**src/rtl/cv32e40p_lce_monitor.sv**
```systemverilog
// Long-chain-execution monitor: flags WWDL straight-line steps or a PC frozen for STALL_LIMIT valid cycles.
// Optional feature: define CV32E40P_LCE_COMPRESSED_EN to also treat a +2 step as sequential.
module cv32e40p_lce_monitor #(
  parameter int WWDL            = 16,
  parameter int STALL_LIMIT     = 64,
  parameter int PC_WIDTH        = 32,
  parameter int ALARM_CNT_WIDTH = 8
) (
  input  logic                       clk,
  input  logic                       rst_n,
  input  logic [PC_WIDTH-1:0]        pc_i,
  input  logic                       pc_valid_i,
  input  logic                       enable_i,
  input  logic                       clear_i,
  output logic                       seq_alarm_o,
  output logic                       stall_alarm_o,
  output logic                       alarm_sticky_o,
  output logic [ALARM_CNT_WIDTH-1:0] alarm_count_o,
  output logic [$clog2(WWDL+1)-1:0]  run_len_o
);

  localparam int SEQ_W = $clog2(WWDL+1);
  localparam int STL_W = $clog2(STALL_LIMIT+1);
  localparam logic [SEQ_W-1:0]           SEQ_MAX = SEQ_W'(WWDL);
  localparam logic [STL_W-1:0]           STL_MAX = STL_W'(STALL_LIMIT);
  localparam logic [ALARM_CNT_WIDTH-1:0] CNT_MAX = '1;

  typedef enum logic [1:0] {S_IDLE, S_TRACK, S_ALARM} state_t;

  state_t                     r_state;
  logic [SEQ_W-1:0]           r_seq_cnt;
  logic [STL_W-1:0]           r_stall_cnt;
  logic [PC_WIDTH-1:0]        r_last_pc;
  logic                       r_sticky;
  logic [ALARM_CNT_WIDTH-1:0] r_count;

  logic                       w_step;
  logic                       w_frozen;
  logic [SEQ_W-1:0]           w_seq_nxt;
  logic [STL_W-1:0]           w_stall_nxt;
  logic                       w_evt;

  always_comb begin
`ifdef CV32E40P_LCE_COMPRESSED_EN
    w_step = (pc_i == r_last_pc + PC_WIDTH'(4)) || (pc_i == r_last_pc + PC_WIDTH'(2));
`else
    w_step = (pc_i == r_last_pc + PC_WIDTH'(4));
`endif
    w_frozen    = (pc_i == r_last_pc);
    w_seq_nxt   = r_seq_cnt;
    w_stall_nxt = r_stall_cnt;
    if (w_step) begin
      w_seq_nxt   = (r_seq_cnt == '0) ? '0 : r_seq_cnt - SEQ_W'(1);
      w_stall_nxt = '0;
    end else if (w_frozen) begin
      w_stall_nxt = (r_stall_cnt == STL_MAX) ? STL_MAX : r_stall_cnt + STL_W'(1);
    end else begin
      w_seq_nxt   = SEQ_MAX;
      w_stall_nxt = '0;
    end
    // Only the transition onto a limit is an event; sitting at the limit is not.
    w_evt = ((w_seq_nxt == '0) && (r_seq_cnt != '0)) ||
            ((w_stall_nxt == STL_MAX) && (r_stall_cnt != STL_MAX));
  end

  always_ff @(posedge clk or negedge rst_n) begin
    if (!rst_n) begin
      r_state     <= S_IDLE;
      r_seq_cnt   <= SEQ_MAX;
      r_stall_cnt <= '0;
      r_last_pc   <= '0;
      r_sticky    <= 1'b0;
      r_count     <= '0;
    end else if (clear_i) begin
      r_state     <= S_IDLE;
      r_seq_cnt   <= SEQ_MAX;
      r_stall_cnt <= '0;
      r_sticky    <= 1'b0;
      r_count     <= '0;
    end else if (!enable_i) begin
      r_state     <= S_IDLE;
      r_seq_cnt   <= SEQ_MAX;
      r_stall_cnt <= '0;
    end else if (pc_valid_i) begin
      r_last_pc <= pc_i;
      case (r_state)
        S_IDLE: r_state <= S_TRACK;
        default: begin
          r_seq_cnt   <= w_seq_nxt;
          r_stall_cnt <= w_stall_nxt;
          if (w_evt) begin
            r_state  <= S_ALARM;
            r_sticky <= 1'b1;
            if (r_count != CNT_MAX) r_count <= r_count + ALARM_CNT_WIDTH'(1);
          end
        end
      endcase
    end
  end

  assign seq_alarm_o    = (r_state != S_IDLE) && (r_seq_cnt == '0);
  assign stall_alarm_o  = (r_state != S_IDLE) && (r_stall_cnt == STL_MAX);
  assign alarm_sticky_o = r_sticky;
  assign alarm_count_o  = r_count;
  assign run_len_o      = SEQ_MAX - r_seq_cnt;

endmodule

```
**config.mk**
```make
export PLATFORM = sky130hd
export DESIGN_NAME = cv32e40p_lce_monitor
export DESIGN_NICKNAME = d
export VERILOG_FILES = /design/src/rtl/cv32e40p_lce_monitor.sv
export SDC_FILE = /design/constraint.sdc
export NUM_CORES = 1
export LEC_CHECK = 0
export ABC_AREA = 1
export CORE_MARGIN = 4
export CORE_UTILIZATION = 57
export CTS_BUF_LIST = sky130_fd_sc_hd__clkbuf_16
export DETAILED_ROUTE_END_ITERATION = 8
export PLACE_DENSITY = 0.81
export SLEW_MARGIN = 15
export SYNTH_ARGS = -nofsm -noshare
export SYNTH_HDL_FRONTEND = slang
export SYNTH_SLANG_ARGS = --single-unit
```
**constraint.sdc**
```tcl
create_clock -name clk -period 3.15 [get_ports clk]
set_input_delay 0.63 -clock clk [delete_from_list [all_inputs] [get_ports clk]]
set_output_delay 0.63 -clock clk [all_outputs]
set_load 0.02 [all_outputs]
```
==> flow_summary.yaml, run 1 <==
run_status:
  status: "finished clean"
detailed_routing:
  detailroute.via_count: 4847
  drcViolationCount: 0
  routedWlPerCell_um: 13.7
  ant_nets: 0
  via_to_cell_ratio: 5.29
  firstDrtPassIters: 5
  wirelength_um: 12500
  drt-initial-drc-count: 277
timing:
  final_period_minus_worst_setup_slack_ns: 2.97
  tns_ns: 0
  fmax_mhz: 337
  fin_skew_ns: 0.00631
  final-max-slew-violation-count: 0
  timing_worst_slew_pin_value_ns: 0.715
  slew_headroom_pct: 52.3
  hold_violations: 0
  number_of_setup_violations_in_the_final_report: 0
  min_period_over_period_pct: 94.3
clock_network:
  source_to_sink_clock_delay_at_the_later_pin_of_the_worst_skew_pair_ns: 0.30
  tritoncts_num_sinks: 55
  cts_h_tree_depth: 2
  tritoncts_clock_tree: "yes"
  clkTransAtPathRegs_ns: 0.08
  cts_inserted_buffers: 5
  max-clock-path-buffers: 2
  clock_tree.root_cell: "sky130_fd_sc_hd__clkbuf_16"
logic_synthesis:
  syn_nets: 785
  yosys.cell_types.count: 32
  synth_area_leader_cell: "sky130_fd_sc_hd__dfrtp_1"
  synth_top_family_by_area: "simple AND/OR/NAND/NOR gates"
  yosys.area_share.xor_xnor_pct: 6.34
  yosys-mux-area-fraction_pct: 0
  post_synth_instance_area_sq_um: 4560
  post-synth-top-area-fraction_pct: 29.7
  synth-simple-area-share_pct: 48.7
  synth-adder-area-share_pct: 1.65
  ys_warn_count: 0
  avgSynthCellArea_sq_um: 6.14
  synth_seq_cells: 55
  synth_compound_gate_area_share_pct: 4.15
  netlist_instances: 742
  netlist_top_cells_area: "sky130_fd_sc_hd__dfrtp_1 30%, sky130_fd_sc_hd__nand2_1 24%, sky130_fd_sc_hd__inv_1 8.1%, sky130_fd_sc_hd__nor2_1 7.6%, sky130_fd_sc_hd__nand3_1 5.4%"
  yosysSeqAreaShare_pct: 30.2
floorplanning:
  fp-row-count: 32
  core_region_area_sq_um: 7770
  die_h_um: 97.4
  start_util_pct: 58.7
  die_width_um: 97.4
  pin_count: 53
  floorplan.die_area_sq_um: 9490
worst_setup_path:
  worstReg2RegEnd: "alarm_count_o[2]$_DFFE_PN0P_"
  critPathMaxStageDelay_ns: 0.61
  cpMostUsedCell: "sky130_fd_sc_hd__inv_1"
  worst-endpoint-arrival_ns: 2.34
  critical-path-slowest-cell: "sky130_fd_sc_hd__clkdlybuf4s50_1"
  type_of_origin_of_the_critical_path: "flip-flop"
  worstRegToRegCells: 21
  cp_cell_sequence: "inv_1 > ha_1 > inv_1 > nor3_2 > ha_1 > inv_1 > nor2_1 > clkdlybuf4s50_1"
  r2r_setup_slack_ns: 0.27
  crit_fanout: 5
  worstReg2RegStart: "r_last_pc[3]$_DFFE_PN0P_"
  critPathCaptureType: "primary output"
  setup.worst_path.class: "flip-flop to primary output"
  timing.critical_path.required_ns: 2.52
pwr:
  finalPower_mw: 2.12
  leakagePower_nw: 2.72
  ir_worst_vdd_mv: 0.240
  power_per_cell_area_nw_per_um2: 384
layout:
  final_layout_size_suffix_gt1_share_pct: 9.71
  antenna_cells_inserted: 0
  design_area_sq_um: 5520
  layout.core_utilization_pct: 71.1
  fin_nets: 856
  area_added_between_synthesis_and_finish_pct: 21.3
grt:
  first_global_vias: 4599
  global_route_total_overflow: 0
  grt_pass1_wl_um: 21400
  globalRouteTotalUtil_pct: 26.9
  grt_start_max_net_pins: 45
  grt_antenna_before_repair: 0
placement:
  gp_congestion: 1.01
  placement.cell_area_sq_um: 5290
  placement.io_buffers: 52
  dp_wirelength_um: 9810
job:
  maxCapViolCount: 0
worst_hold_path:
  holdCritPathClass: "input port to asynchronous set/reset pin"
-- power breakdown --
part	leakage (nW)	internal, mW	switching [mW]
Clock	0.0778	0.309	0.296
Combinational	1.93	0.243	0.399
Sequential	0.710	0.778	0.0978
Total	2.72	1.33	0.793
-- sequential cells by signal, indices dropped and copies added, names as in the netlist --
signal,count
r_last_pc,32
r_stall_cnt,7
r_state,2
alarm_sticky_o,1
alarm_count_o,8
r_seq_cnt,5
-- worst max-delay path, delay by kind of cell, from the launching register on --
family | cells | cell delay (ns)
DFF | 1 | 0.40
and+or+nand+nor | 2 | 0.30
adders and majority gates | 2 | 0.42
buffers and inverters | 4 | 0.92
-- metrics by stage --
stage	instances	setup WS (ns)	hold WS [ns]
after floorplan	742	0.669	0.334
after global placement	905	0.0462	0.474
after detailed placement	905	-0.113	0.485
after CTS	913	0.0651	0.171
after global routing	916	-0.00526	0.176
final	916	0.181	0.166
-- per-layer routing --
metal | track usage (%) | routed length (um)
met1 | 35.6 | 5330
met2 | 46.2 | 6040
met3 | 4.38 | 946
met4 | 5.96 | 204
met5 | 0 | 0
-- placed cells by master (no fill, tap or decap), drive strengths merged --
cell type      Yosys  layout
nor2             107     108
or2                1       1
o22ai              4       4
ha                 6       6
inv               98     100
nand3             54      54
dfrtp             54      54
nand3b             6       6
nand4             16      16
nor3              11      11
a21oi              3       3
o21ai             25      25
o32ai              1       1
and2               2       2
nand2            306     306
a22oi              1       1
clkinv             1       2
o21bai             1       1
xnor2             10      10
xor2              23      23
clkbuf             6       5
clkdlybuf4s50      0      51
dfstp              1       1
nor3b              3       3
buf                2      20
-- cells in the mapped netlist, drive strengths merged --
cell and count:
nor3b 3, ha 6, dfstp 1, clkbuf 6, o22ai 4, nand3b 6, inv 98, nand2 306
nor2 107, o21bai 1, or2 1, xor2 23, dfrtp 54, clkinv 1, nand4 16, a21oi 3
nor3 11, o32ai 1, xnor2 10, buf 2, a22oi 1, nand3 54, and2 2, o21ai 25
-- area by class of cell --
type / count / area, sq um
clock buffer: 5 / 125
clock inverter: 3 / 31.3
multi-input combinational: 581 / 2830
tap: 102 / 128
inverter: 99 / 372
fill: 661 / 2240
sequential: 55 / 1380
timing repair buffer: 71 / 658
-- cell families (layout without fill, tap and decap cells) --
| logic type | after synthesis | count (layout) |
|---|---|---|
| AOI/OAI and AO/OA | 35 | 35 |
| adders and majority gates | 6 | 6 |
| DFF | 55 | 55 |
| buffers and inverters | 107 | 178 |
| xor gates and xnor gates | 33 | 33 |
| and+or+nand+nor | 506 | 507 |
-- timing repair --
item	4_1_cts	5_1_grt
gates resized for setup	0	17
setup endpoints to repair	0	12
setup buffers	0	2
hold buffers	0	0
-- worst max path at each step --
stage | from | to | slack, ns | cells after the start
CTS | r_seq_cnt[0]$_DFFE_PN0P_ | seq_alarm_o | 0.07 | 8
floorplan | r_last_pc[3]$_DFFE_PN0P_ | alarm_count_o[2]$_DFFE_PN0P_ | 0.67 | 21
global placement | pc_i[1] | alarm_count_o[6]$_DFFE_PN0P_ | 0.05 | 21
global route | r_last_pc[2]$_DFFE_PN0P_ | alarm_count_o[6]$_DFFE_PN0P_ | -0.005 | 21
finish | r_seq_cnt[0]$_DFFE_PN0P_ | seq_alarm_o | 0.18 | 8
detailed placement | pc_i[1] | alarm_count_o[2]$_DFFE_PN0P_ | -0.11 | 21
No activity file was read; power rests on OpenSTA's default activity.
==> run 2: changes to the inputs <==
- CORE_ASPECT_RATIO: unset -> 0.7
- GPL_TIMING_DRIVEN: unset -> 0
- PLACE_DENSITY: 0.81 -> unset
- PLACE_DENSITY_LB_ADDON: unset -> 0.25
==> run 2 against run 1 <==
Net effect:
- routed wire length up 4.9%
- sequential power about the same
- register-to-register slack worse by 0.07 ns
- largest power group unchanged
- highest routed layer unchanged
==> flow_summary.yaml, run 2 (same netlist as run 1, synthesis figures left out) <==
worst_setup_path:
  type_of_origin_of_the_critical_path: "input port"
  cpMostUsedCell: "sky130_fd_sc_hd__nand2_1"
  worstRegToRegCells: 22
  worstReg2RegStart: "r_last_pc[3]$_DFFE_PN0P_"
  timing.critical_path.buf_inv: 2
  setup.worst_path.class: "input port to flip-flop"
  critPathMaxStageDelay_ns: 0.46
  timing.critical_path.required_ns: 3.34
  critical-path-top-delay-family: "simple AND/OR/NAND/NOR gates"
  r2r_setup_slack_ns: 0.20
  crit_fanout: 8
  worst-endpoint-arrival_ns: 3.19
  critical-path-slowest-cell: "sky130_fd_sc_hd__clkdlybuf4s50_1"
  startpoint: "pc_i[21]"
  critPathCaptureType: "flip-flop"
  cp_cell_sequence: "clkdlybuf4s50_1 > xnor2_2 > nand2_1 > nor3_1 > nand4_1 > nor2_2 > nand2_1 > nor2_1 > inv_1 > nor2_1 > nor3_1 > nand2_1 > nand2_4 > nand3_4 > nand2_4 > nand2_1 > nand2_1"
  worstReg2RegEnd: "alarm_count_o[6]$_DFFE_PN0P_"
placement:
  dp_wirelength_um: 9930
  placement.io_buffers: 52
  placement.cell_area_sq_um: 5200
  gp_congestion: 1.01
pwr:
  internal_power_summed_over_all_cells_mw: 1.48
  combPwrFrac_pct: 29.7
  netSwitchingFraction_pct: 34.5
  leakagePower_nw: 2.73
  ir_worst_vdd_mv: 0.296
  power.net_switching_mw: 0.776
  power_per_cell_area_nw_per_um2: 405
  finalPower_mw: 2.25
  clkPwrFrac_pct: 31.4
  seq_power_share_pct: 39.0
clock_network:
  max-clock-path-buffers: 2
  cts_inserted_buffers: 5
  tritoncts_clock_tree: "yes"
  tritoncts_num_sinks: 55
  cts_h_tree_depth: 2
  cts_hold_buf: 0
  clock_tree.root_cell: "sky130_fd_sc_hd__clkbuf_16"
  clkTransAtPathRegs_ns: 0.07
  source_to_sink_clock_delay_at_the_later_pin_of_the_worst_skew_pair_ns: 0.30
grt:
  grt_antenna_before_repair: 0
  global_route_total_overflow: 0
  grt_start_max_net_pins: 56
  globalRouteTotalUtil_pct: 27.6
  first_global_vias: 4318
  grt_pass1_wl_um: 20800
floorplanning:
  die_width_um: 115
  floorplan.die_area_sq_um: 9510
  start_util_pct: 60.6
  pin_count: 53
  core_region_area_sq_um: 7510
  fp-row-count: 26
  die_h_um: 82.8
timing:
  fmax_mhz: 334
  min_period_over_period_pct: 95.2
  slew_headroom_pct: 46.6
  final_period_minus_worst_setup_slack_ns: 3.00
  hold_violations: 0
  final-max-slew-violation-count: 0
  number_of_setup_violations_in_the_final_report: 0
  fin_skew_ns: 0.00826
  timing_worst_slew_pin_value_ns: 0.798
job:
  maxCapViolCount: 0
layout:
  register_containing_the_most_flip_flops_in_the_final_layout: "r_last_pc"
  largest_register_ff_count: 32
  design_area_sq_um: 5560
  antenna_cells_inserted: 0
  fin_nets: 850
  final_layout_size_suffix_gt1_share_pct: 8.79
  layout.cells.most_common_list: "294 x sky130_fd_sc_hd__nand2_1, 98 x sky130_fd_sc_hd__inv_1, 83 x sky130_fd_sc_hd__nor2_1, 52 x sky130_fd_sc_hd__dfrtp_1"
  final_common_cell: "sky130_fd_sc_hd__nand2_1"
  area_added_between_synthesis_and_finish_pct: 22.1
detailed_routing:
  routedWlPerCell_um: 14.5
  drt-initial-drc-count: 536
  detailroute.via_count: 4979
  wirelength_um: 13100
  ant_nets: 0
  firstDrtPassIters: 5
  drcViolationCount: 0
  via_to_cell_ratio: 5.50
worst_hold_path:
  holdCritPathClass: "input port to asynchronous set/reset pin"
run_status:
  status: "finished clean"
run 2: changes by cell type in the layout (fill, tap and decap cells not counted), sizes merged:
cell,change
buf,-13
bufinv,+2
clkbuf,+6
clkdlybuf4s50,-3
clkinv,-1
dlymetal6s2s,+3
inv,-1
nand3,+1
run 2: power groups by stage:
stage | clock network [mW] | registers (mW) | logic [mW]
2_1_floorplan | 0 | 0.865 | 0.410
3_3_place_gp | 0 | 0.878 | 0.592
6_report | 0.707 | 0.877 | 0.668
3_5_place_dp | 0 | 0.881 | 0.610
5_1_grt | 0.753 | 0.887 | 0.742
4_1_cts | 0.720 | 0.868 | 0.616
run 2: metrics by stage:
step	utilization (%)	worst slack (ns)	hold WS (ns)	TNS (ns)	instances
2_1_floorplan	-	0.669	0.334	0	742
3_3_place_gp	69.2	-0.261	0.475	-15.30	892
3_5_place_dp	69.1	-0.247	0.494	-1.94	892
4_1_cts	71.7	0.00682	0.415	0	900
5_1_grt	74.0	-0.0391	0.436	-0.187	906
6_report	74.0	0.153	0.389	0	906
run 2: how the worst max path moves through the flow:
stage,end,slack (ns),depth (start not counted)
floorplan,alarm_count_o[2]$_DFFE_PN0P_,0.67,21
global placement,alarm_count_o[0]$_DFFE_PN0P_,-0.26,1
detailed placement,alarm_count_o[6]$_DFFE_PN0P_,-0.25,18
CTS,alarm_count_o[6]$_DFFE_PN0P_,0.007,16
global route,alarm_count_o[7]$_DFFE_PN0P_,-0.04,17
finish,alarm_count_o[6]$_DFFE_PN0P_,0.15,17
run 2: what timing repair did:
item	CTS	global route
endpoints found under the setup margin	0	12
gates resized for setup	0	32
setup buffers	0	4
run 2: layout make-up:
cell class / instances / area (sq um)
buffer: 8 / 35.0
multi-input combinational: 582 / 2910
tap: 98 / 123
inverter: 99 / 372
fill: 648 / 1950
sequential: 55 / 1380
clock buffer: 5 / 125
clock inverter: 3 / 63.8
timing repair buffer: 56 / 556
run 2: per-layer routing:
layer  up-vias  GRT usage [%]  wire [um]
met5         -              0          0
met4         0           5.39        136
met3        16           4.20       1320
met2       252           41.1       5420
met1      2278           42.3       6250
li1       2433              -          -
==> run 3: changes to the inputs <==
- TNS_END_PERCENT: unset -> 30
==> results of run 3 <==
Final layout, timing and power as in run 2 (identical DEF).
